===== src/rtl/bitplane_stream_packer.sv =====
// Collects LANES operand words into a ping-pong buffer and emits NSLICE bit-slice words, lane 0 at the LSBs.
// A group closed at edge T is valid from the next cycle; in_ready drops when both banks are full, output holds while out_ready is low.
module bitplane_stream_packer #(
  parameter int LANES   = 16,
  parameter int WORD_W  = 32,
  parameter int SLICE_W = 2,
  localparam int NSLICE = WORD_W / SLICE_W,
  localparam int PACK_W = LANES * SLICE_W,
  localparam int LW     = (LANES > 1) ? $clog2(LANES) : 1,
  localparam int SW     = (NSLICE > 1) ? $clog2(NSLICE) : 1
) (
  input  logic              clk,
  input  logic              reset,
  input  logic              in_valid,
  output logic              in_ready,
  input  logic [WORD_W-1:0] in_data,
  input  logic              flush,
  output logic              out_valid,
  input  logic              out_ready,
  output logic [PACK_W-1:0] out_data,
  output logic [SW-1:0]     out_idx,
  output logic              out_last
);

  localparam int NW = LW + 1;

  typedef logic [NSLICE-1:0][SLICE_W-1:0] word_t;

  word_t                        mem [2][LANES];
  logic [1:0]                   full;
  logic [NW-1:0]                nlanes [2];
  logic                         wr_bank;
  logic                         rd_bank;
  logic [LW-1:0]                lane_cnt;
  logic [SW-1:0]                slice_cnt;
  logic                         in_fire;
  logic                         out_fire;
  logic                         grp_close;
  logic [LANES-1:0][SLICE_W-1:0] pack;

  assign in_ready  = reset & ~full[wr_bank];
  assign in_fire   = in_valid & in_ready;
  // A flush only closes a group that holds at least one word, counting the one arriving now.
  assign grp_close = (in_fire && (lane_cnt == LW'(LANES - 1))) ||
                     (flush && in_ready && ((lane_cnt != '0) || in_fire));

  assign out_valid = full[rd_bank];
  assign out_fire  = out_valid & out_ready;
  assign out_idx   = slice_cnt;
  assign out_last  = out_valid && (slice_cnt == SW'(NSLICE - 1));

  always_comb begin
    pack = '0;
    if (out_valid) begin
      for (int k = 0; k < LANES; k++) begin
        if (NW'(k) < nlanes[rd_bank]) pack[k] = mem[rd_bank][k][slice_cnt];
      end
    end
  end

  assign out_data = pack;

  always_ff @(posedge clk) begin
    if (in_fire) mem[wr_bank][lane_cnt] <= in_data;
  end

  always_ff @(posedge clk) begin
    if (!reset) begin
      full      <= '0;
      nlanes[0] <= '0;
      nlanes[1] <= '0;
      wr_bank   <= 1'b0;
      rd_bank   <= 1'b0;
      lane_cnt  <= '0;
      slice_cnt <= '0;
    end else begin
      if (in_fire) lane_cnt <= lane_cnt + LW'(1);
      if (grp_close) begin
        full[wr_bank]   <= 1'b1;
        nlanes[wr_bank] <= {1'b0, lane_cnt} + NW'(in_fire);
        wr_bank         <= ~wr_bank;
        lane_cnt        <= '0;
      end
      // Closing and freeing in one cycle always touch different banks: a closing bank is empty, a draining one is full.
      if (out_fire) begin
        if (out_last) begin
          full[rd_bank] <= 1'b0;
          rd_bank       <= ~rd_bank;
          slice_cnt     <= '0;
        end else begin
          slice_cnt <= slice_cnt + SW'(1);
        end
      end
    end
  end

endmodule


===== config.mk =====
export PLATFORM = sky130hd
export DESIGN_NAME = bitplane_stream_packer
export DESIGN_NICKNAME = d
export VERILOG_FILES = /design/src/rtl/bitplane_stream_packer.sv
export SDC_FILE = /design/constraint.sdc
export NUM_CORES = 1
export LEC_CHECK = 0
export ABC_CLOCK_PERIOD_IN_PS = 3500
export BUFFER_PORTS_ARGS = -buffer_cell sky130_fd_sc_hd__buf_2
export CAP_MARGIN = 10
export CORE_AREA = 2 2 324 326
export CTS_CLUSTER_SIZE = 10
export DETAILED_ROUTE_END_ITERATION = 8
export DIE_AREA = 0 0 326 328
export PLACE_DENSITY = 0.57
export SLEW_MARGIN = 20
export SYNTH_ARGS = -nofsm -noshare
export SYNTH_HDL_FRONTEND = slang
export SYNTH_SLANG_ARGS = --single-unit

===== constraint.sdc =====
create_clock -name clk -period 3.5 [get_ports clk]
set_input_delay 0.175 -clock clk [delete_from_list [all_inputs] [get_ports clk]]
set_output_delay 0.175 -clock clk [all_outputs]
set_load 0.1 [all_outputs]

Word level (Yosys, flattened, before mapping)
Memory sizes are Yosys's and may differ from the RTL's. A register that Yosys moved wholly into a read port is not among the register bits.
Index checks and enable logic that the tools add are counted.
Widths: inputs -> output; s select.
- register bits: 12
- bits in writable memories: 1034
- input bits: 37
- output and inout bits: 39
- memories: 2
- $add $sub $neg: 3
- order comparisons: 23
- eq/ne operators: 2
- muxes and demuxes: 77
- bitwise operators: 11
- reductions and logical operators: 13
- memories (memory ; words ; bits a word ; read ports ; clocked after Yosys merged registers in ; wr ports ; line ; RTL):
    mem ; 2 ; 512 ; 1 ; 1 ; 1 ; 29 ; word_t mem [2][LANES];
    nlanes ; 2 ; 5 ; 1 ; 1 ; 2 ; 31 ; logic [NW-1:0] nlanes [2];
- operator list (cell ; number):
    $mux 512 ; 1
    $bmux 2 s4 ; 16
    $demux 32 s4 ; 1
    $mux 2 ; 36
    $mux 32 ; 2
    $lt 4x5->1 const A ; 8
    $lt 3x5->1 const A ; 4
    $mux 1 ; 17
    $lt 1x5->1 const A ; 2
    $lt 2x5->1 const A ; 2
    $add 4x1->4 const B ; 2
    $eq 4x4->1 const B ; 2
    $logic_and 1x1->1 ; 7
    $add 4x1->5 ; 1
    $ge 5x5->1 const B ; 1
    $lt 4x5->1 const B ; 1
    $lt 5x1->1 const B ; 1
    $mux 5 ; 1
    $not 4->5 ; 1
    $reduce_or 5->1 ; 1
    $lt 1x2->1 const B ; 2
    $mux 4 ; 1
    $not 1->1 ; 4
    $reduce_bool 4->1 ; 1
    9 further kinds ; 14

Longest topological paths before layout
- word-level depth: 13
- mapped depth: 9

Worst setup path after synthesis
Ideal clock, no wire load.
- path type: register -> output
- start: register rd_bank
- end: output out_data[0]
- arrival: 6.732 ns
- setup slack: -3.407 ns
- stages on the path, launching flop included: 6
- buffers on the path: 1
- path through: dfxtp_1 mux2i_1 inv_1 clkbuf_1 o21ai_0 a2111oi_0
- longest elaborated chain between the ends: 3
- RTL lines (element ; line ; RTL):
    from (decl) ; 33 ; logic rd_bank;
    from (signal assigned) ; 88 ; rd_bank <= ~rd_bank;
    $mux 1 (implied by the code) (2 in series) ; 47 ; assign out_valid = full[rd_bank];
    named net out_valid ; 18 ; output logic out_valid,
    $mux 32 ; 54 ; if (out_valid) begin
    to (decl) ; 20 ; output logic [PACK_W-1:0] out_data,
The timed path passes the listed nets, and every way through them passes these cells. The select of a mux whose other input is x is not followed.

==> summary.md <==
| Metric | Value |
|---|---|
| Peak supply drop | 378 uV |
| Crit-path max FO | 16 |
| Initial antenna violation count | 12 |
| Critical Path Start Type | flop |
| Num CTS Buffers | 116 |
| Most common cell in the synthesized netlist | edfxtp_1 |
| Hold_ws | 27.9 ps |
| Syn nets | 2098 |
| Yosys warns | 0 |
| Status | completed |
| Post-synth EDFFs | between 1000 and 1500 |
| Largest net degree at the start of global routing | 85 |
| H-tree Lvls | 3 |
| MaxCap Viol Count | 0 |
| Most area-consuming cells after synthesis | edfxtp_1 76%, mux4_2 7.2%, mux2i_1 6.5%, a22oi_1 1.8%, mux2_2 0.66% |
| Hold depth | 1 |
| Final Cycle Share | 98.2% |
| Total wire length after detailed routing | approximately 110000 um |
| Routed via count | 20887 |
| Sequential element share of the synthesized area | between 70 and 80% |
| Max Transition Viols Final | 0 |
| DRC marker count from the first detailed-route iteration | 2420 |
| Top cells by count, synth | 1034 x edfxtp_1, 268 x mux2i_1, 131 x mux4_2 |
| Power per cell area | 529 mW/mm2 |
| Worst Hold Launch | in_data[24] |
| Leakage | 0.0141 uW |
| Final setup viols | 0 |
| Die width | roughly 330 um |
| CP Cell Sequence | nor3b_1 > nor2_1 > a21o_1 > a21oi_1 > a41oi_2 > buf_12 |
| Initial Utilization | 39.8% |
| Later-pin clock latency in the skew report | 690 ps |
| Worst Path Required | between 3000 and 4000 ps |
| Async SR Flop Fraction | 0% |
| Drt drc | 0 |
| Hold Violations, Final | 0 |
| First-pass GRT wire length | 155000 um |
| NumNets Final | 2284 |
| Synth top area share | 75.6% |
| Vias per std cell | between 5 and 6 |
| Unrepaired setup endpoints after global routing | yes |
| Die H | around 330 um |
| Synth Cell Area | 0.0411 mm2 |
| Full die area | ~0.11 mm2 |
| Drt first pass iters | 5 |
| Min-Delay Path Class | in2reg |
| Row cnt | 118 |
| GPL Wtd Cong | 0.805 |
| Routed Antenna Nets | 0 |
| Clock root buffer | clkbuf_16 |
| CP Capture Type | output port |
| Minimum clock period | 3440 ps |
| Cells after Synth | 2054 |
| Yosys top cell by area | edfxtp_1 |
| Gr usage total | between 20 and 25% |
| FF-to-FF End | mem[1][51] |
| Buffers on Ports | 75 |
| Worst Slack Setup Final | 62.4 ps |
| Crit Path Category | reg2out |
| Detailed placement HPWL | 58800 um |
| CTS tree | yes |
| Fin Clk Skew | between 20 and 30 ps |
| Fmax | 0.291 GHz |
| Unique masters post-synth | 61 |
| Total congestion overflow | 0 |
| Clk buf depth | 3 |
| Slowest stage delay, CP | 740 ps |
| WL/cell | 30.0 um |
| Post-route design area | 0.0475 mm2 |
| Worst Hold End | mem[1][24] |
| Main synth FF type | edfxtp_1 |
| Worst r2r src | wr_bank |
| Clock Pin Slew Worst Setup and Hold Paths | 60 ps |
| Number of global-route vias before repair | 21246 |
| Slew HR | 21.9% |
| Worst-path cell with the longest stage delay | a21oi_1 |
| Core area | 0.103 mm2 |
| Worst Max-Slew Pin Slew | 1170 ps |
| Post-Synthesis Mean Instance Area | 20.0 um2 |
| Worst Reg-to-Reg Cells | 5 |
| Fin util | 46.1% |
| CTS sink cnt | 1047 |
| Flop2flop setup slack | approximately 500 ps |
| Area after DPL | roughly 0.044 mm2 |
| Layout cells sized above 1 | 23.7% |
| I/O pin count | 76 |
| P&R area growth vs syn | 15.7% |
| WP data arrival | 3260 ps |
| Yosys reg bits | 1047 |
| Worst slack at placement | 374 ps |
==> logic make-up after synthesis <==
group / share of synthesized area [%]
flip-flops: 76.2
AO/OA/AOI/OAI: 4.02
XOR/XNOR: 0.149
multiplexers: 14.9
adder cells (fa/ha/maj): 0.213
buffers and inverters: 2.03
AND/OR/NAND/NOR: 2.46
==> power by group <==
| group | internal [uW] | switching (uW) |
|---|---|---|
| Clock | 6080 | 4520 |
| Sequential | 13800 | 19.8 |
| Combinational | 140 | 583 |
| Total | 20000 | 5120 |
==> final cells by class <==
type / count / area [um2]
sequential: 1047 / 31300
multi-input combinational: 890 / 9520
tap: 1380 / 1730
timing repair buffer: 179 / 1780
inverter: 6 / 22.5
antenna: 2 / 5.00
fill: 8622 / 55700
clock buffer: 150 / 3100
clock inverter: 7 / 66.3
==> timing repair <==
action / in CTS / in global routing
cloned: 2 / 1
endpoints found under the hold margin: 40 / 11
setup endpoints to repair: 26 / 10
pin swaps: 1 / 2
hold buffers: 6 / 1
gates resized for setup: 9 / 9
setup buffers: 3 / 1
==> metrics by stage <==
step | power (uW) | cells | setup TNS (ps)
2_1_floorplan | 14300 | 2054 | -789
3_3_place_gp | 14800 | 3484 | 0
3_5_place_dp | 14800 | 3485 | 0
4_1_cts | 25300 | 3653 | 0
5_1_grt | 25800 | 3659 | -6.40
6_report | 25200 | 3661 | 0
==> flip-flops by register name (all words and copies together) (netlist names), named ones only <==
register,count
mem,1024
nlanes,10
rd_bank,1
out_idx,4
full,2
lane_cnt,4
wr_bank,1
==> worst max-delay path, delay by kind of cell (launching register included) <==
kind | cells | cell delay, ps
and+or+nand+nor | 2 | 640
AOI/OAI and AO/OA | 3 | 1130
DFF | 1 | 550
buffers and inverters | 1 | 240
==> worst max-delay path by stage <==
stage | slack, ps | endpoint | start
after floorplan | -650 | out_data[15] | out_idx[1]
after global placement | 460 | out_data[29] | flop
after detailed placement | 370 | out_data[29] | flop
after CTS | 2 | out_data[24] | flop
after global routing | -6 | out_data[12] | flop
final | 60 | out_data[21] | flop
==> routing by layer <==
| metal | wire [um] | GRT usage, % |
|---|---|---|
| met5 | 0 | 0 |
| met4 | 2170 | 5.03 |
| met3 | 6920 | 3.02 |
| met2 | 54100 | 33.8 |
| met1 | 46600 | 28.4 |
==> cell usage in the layout (no fill, tap or decap), types with 4 or more instances in the layout <==
| master | count |
|---|---|
| a22o_1 | 6 |
| a211o_1 | 4 |
| a211oi_1 | 4 |
| buf_12 | 34 |
| ha_1 | 7 |
| nor3_1 | 8 |
| a41oi_2 | 6 |
| buf_4 | 80 |
| and3_1 | 4 |
| inv_1 | 6 |
| nor2b_1 | 9 |
| nand2b_1 | 11 |
| buf_2 | 46 |
| dlygate4sd3_1 | 7 |
| dfxtp_1 | 9 |
| mux4_2 | 131 |
| edfxtp_1 | 1034 |
| nor2_2 | 23 |
| nand2_1 | 43 |
| a21oi_1 | 40 |
| mux4_1 | 9 |
| clkbuf_1 | 30 |
| o21ai_0 | 11 |
| a22oi_1 | 99 |
| mux2_2 | 24 |
| a2111oi_4 | 9 |
| nor2_1 | 34 |
| nor2_4 | 13 |
| mux2i_1 | 268 |
| nand3_1 | 35 |
| o22ai_1 | 13 |
| clkbuf_16 | 120 |
| and2_1 | 8 |
| buf_6 | 5 |
| xnor2_1 | 4 |
Note: power is estimated with default switching activity, not from simulation.
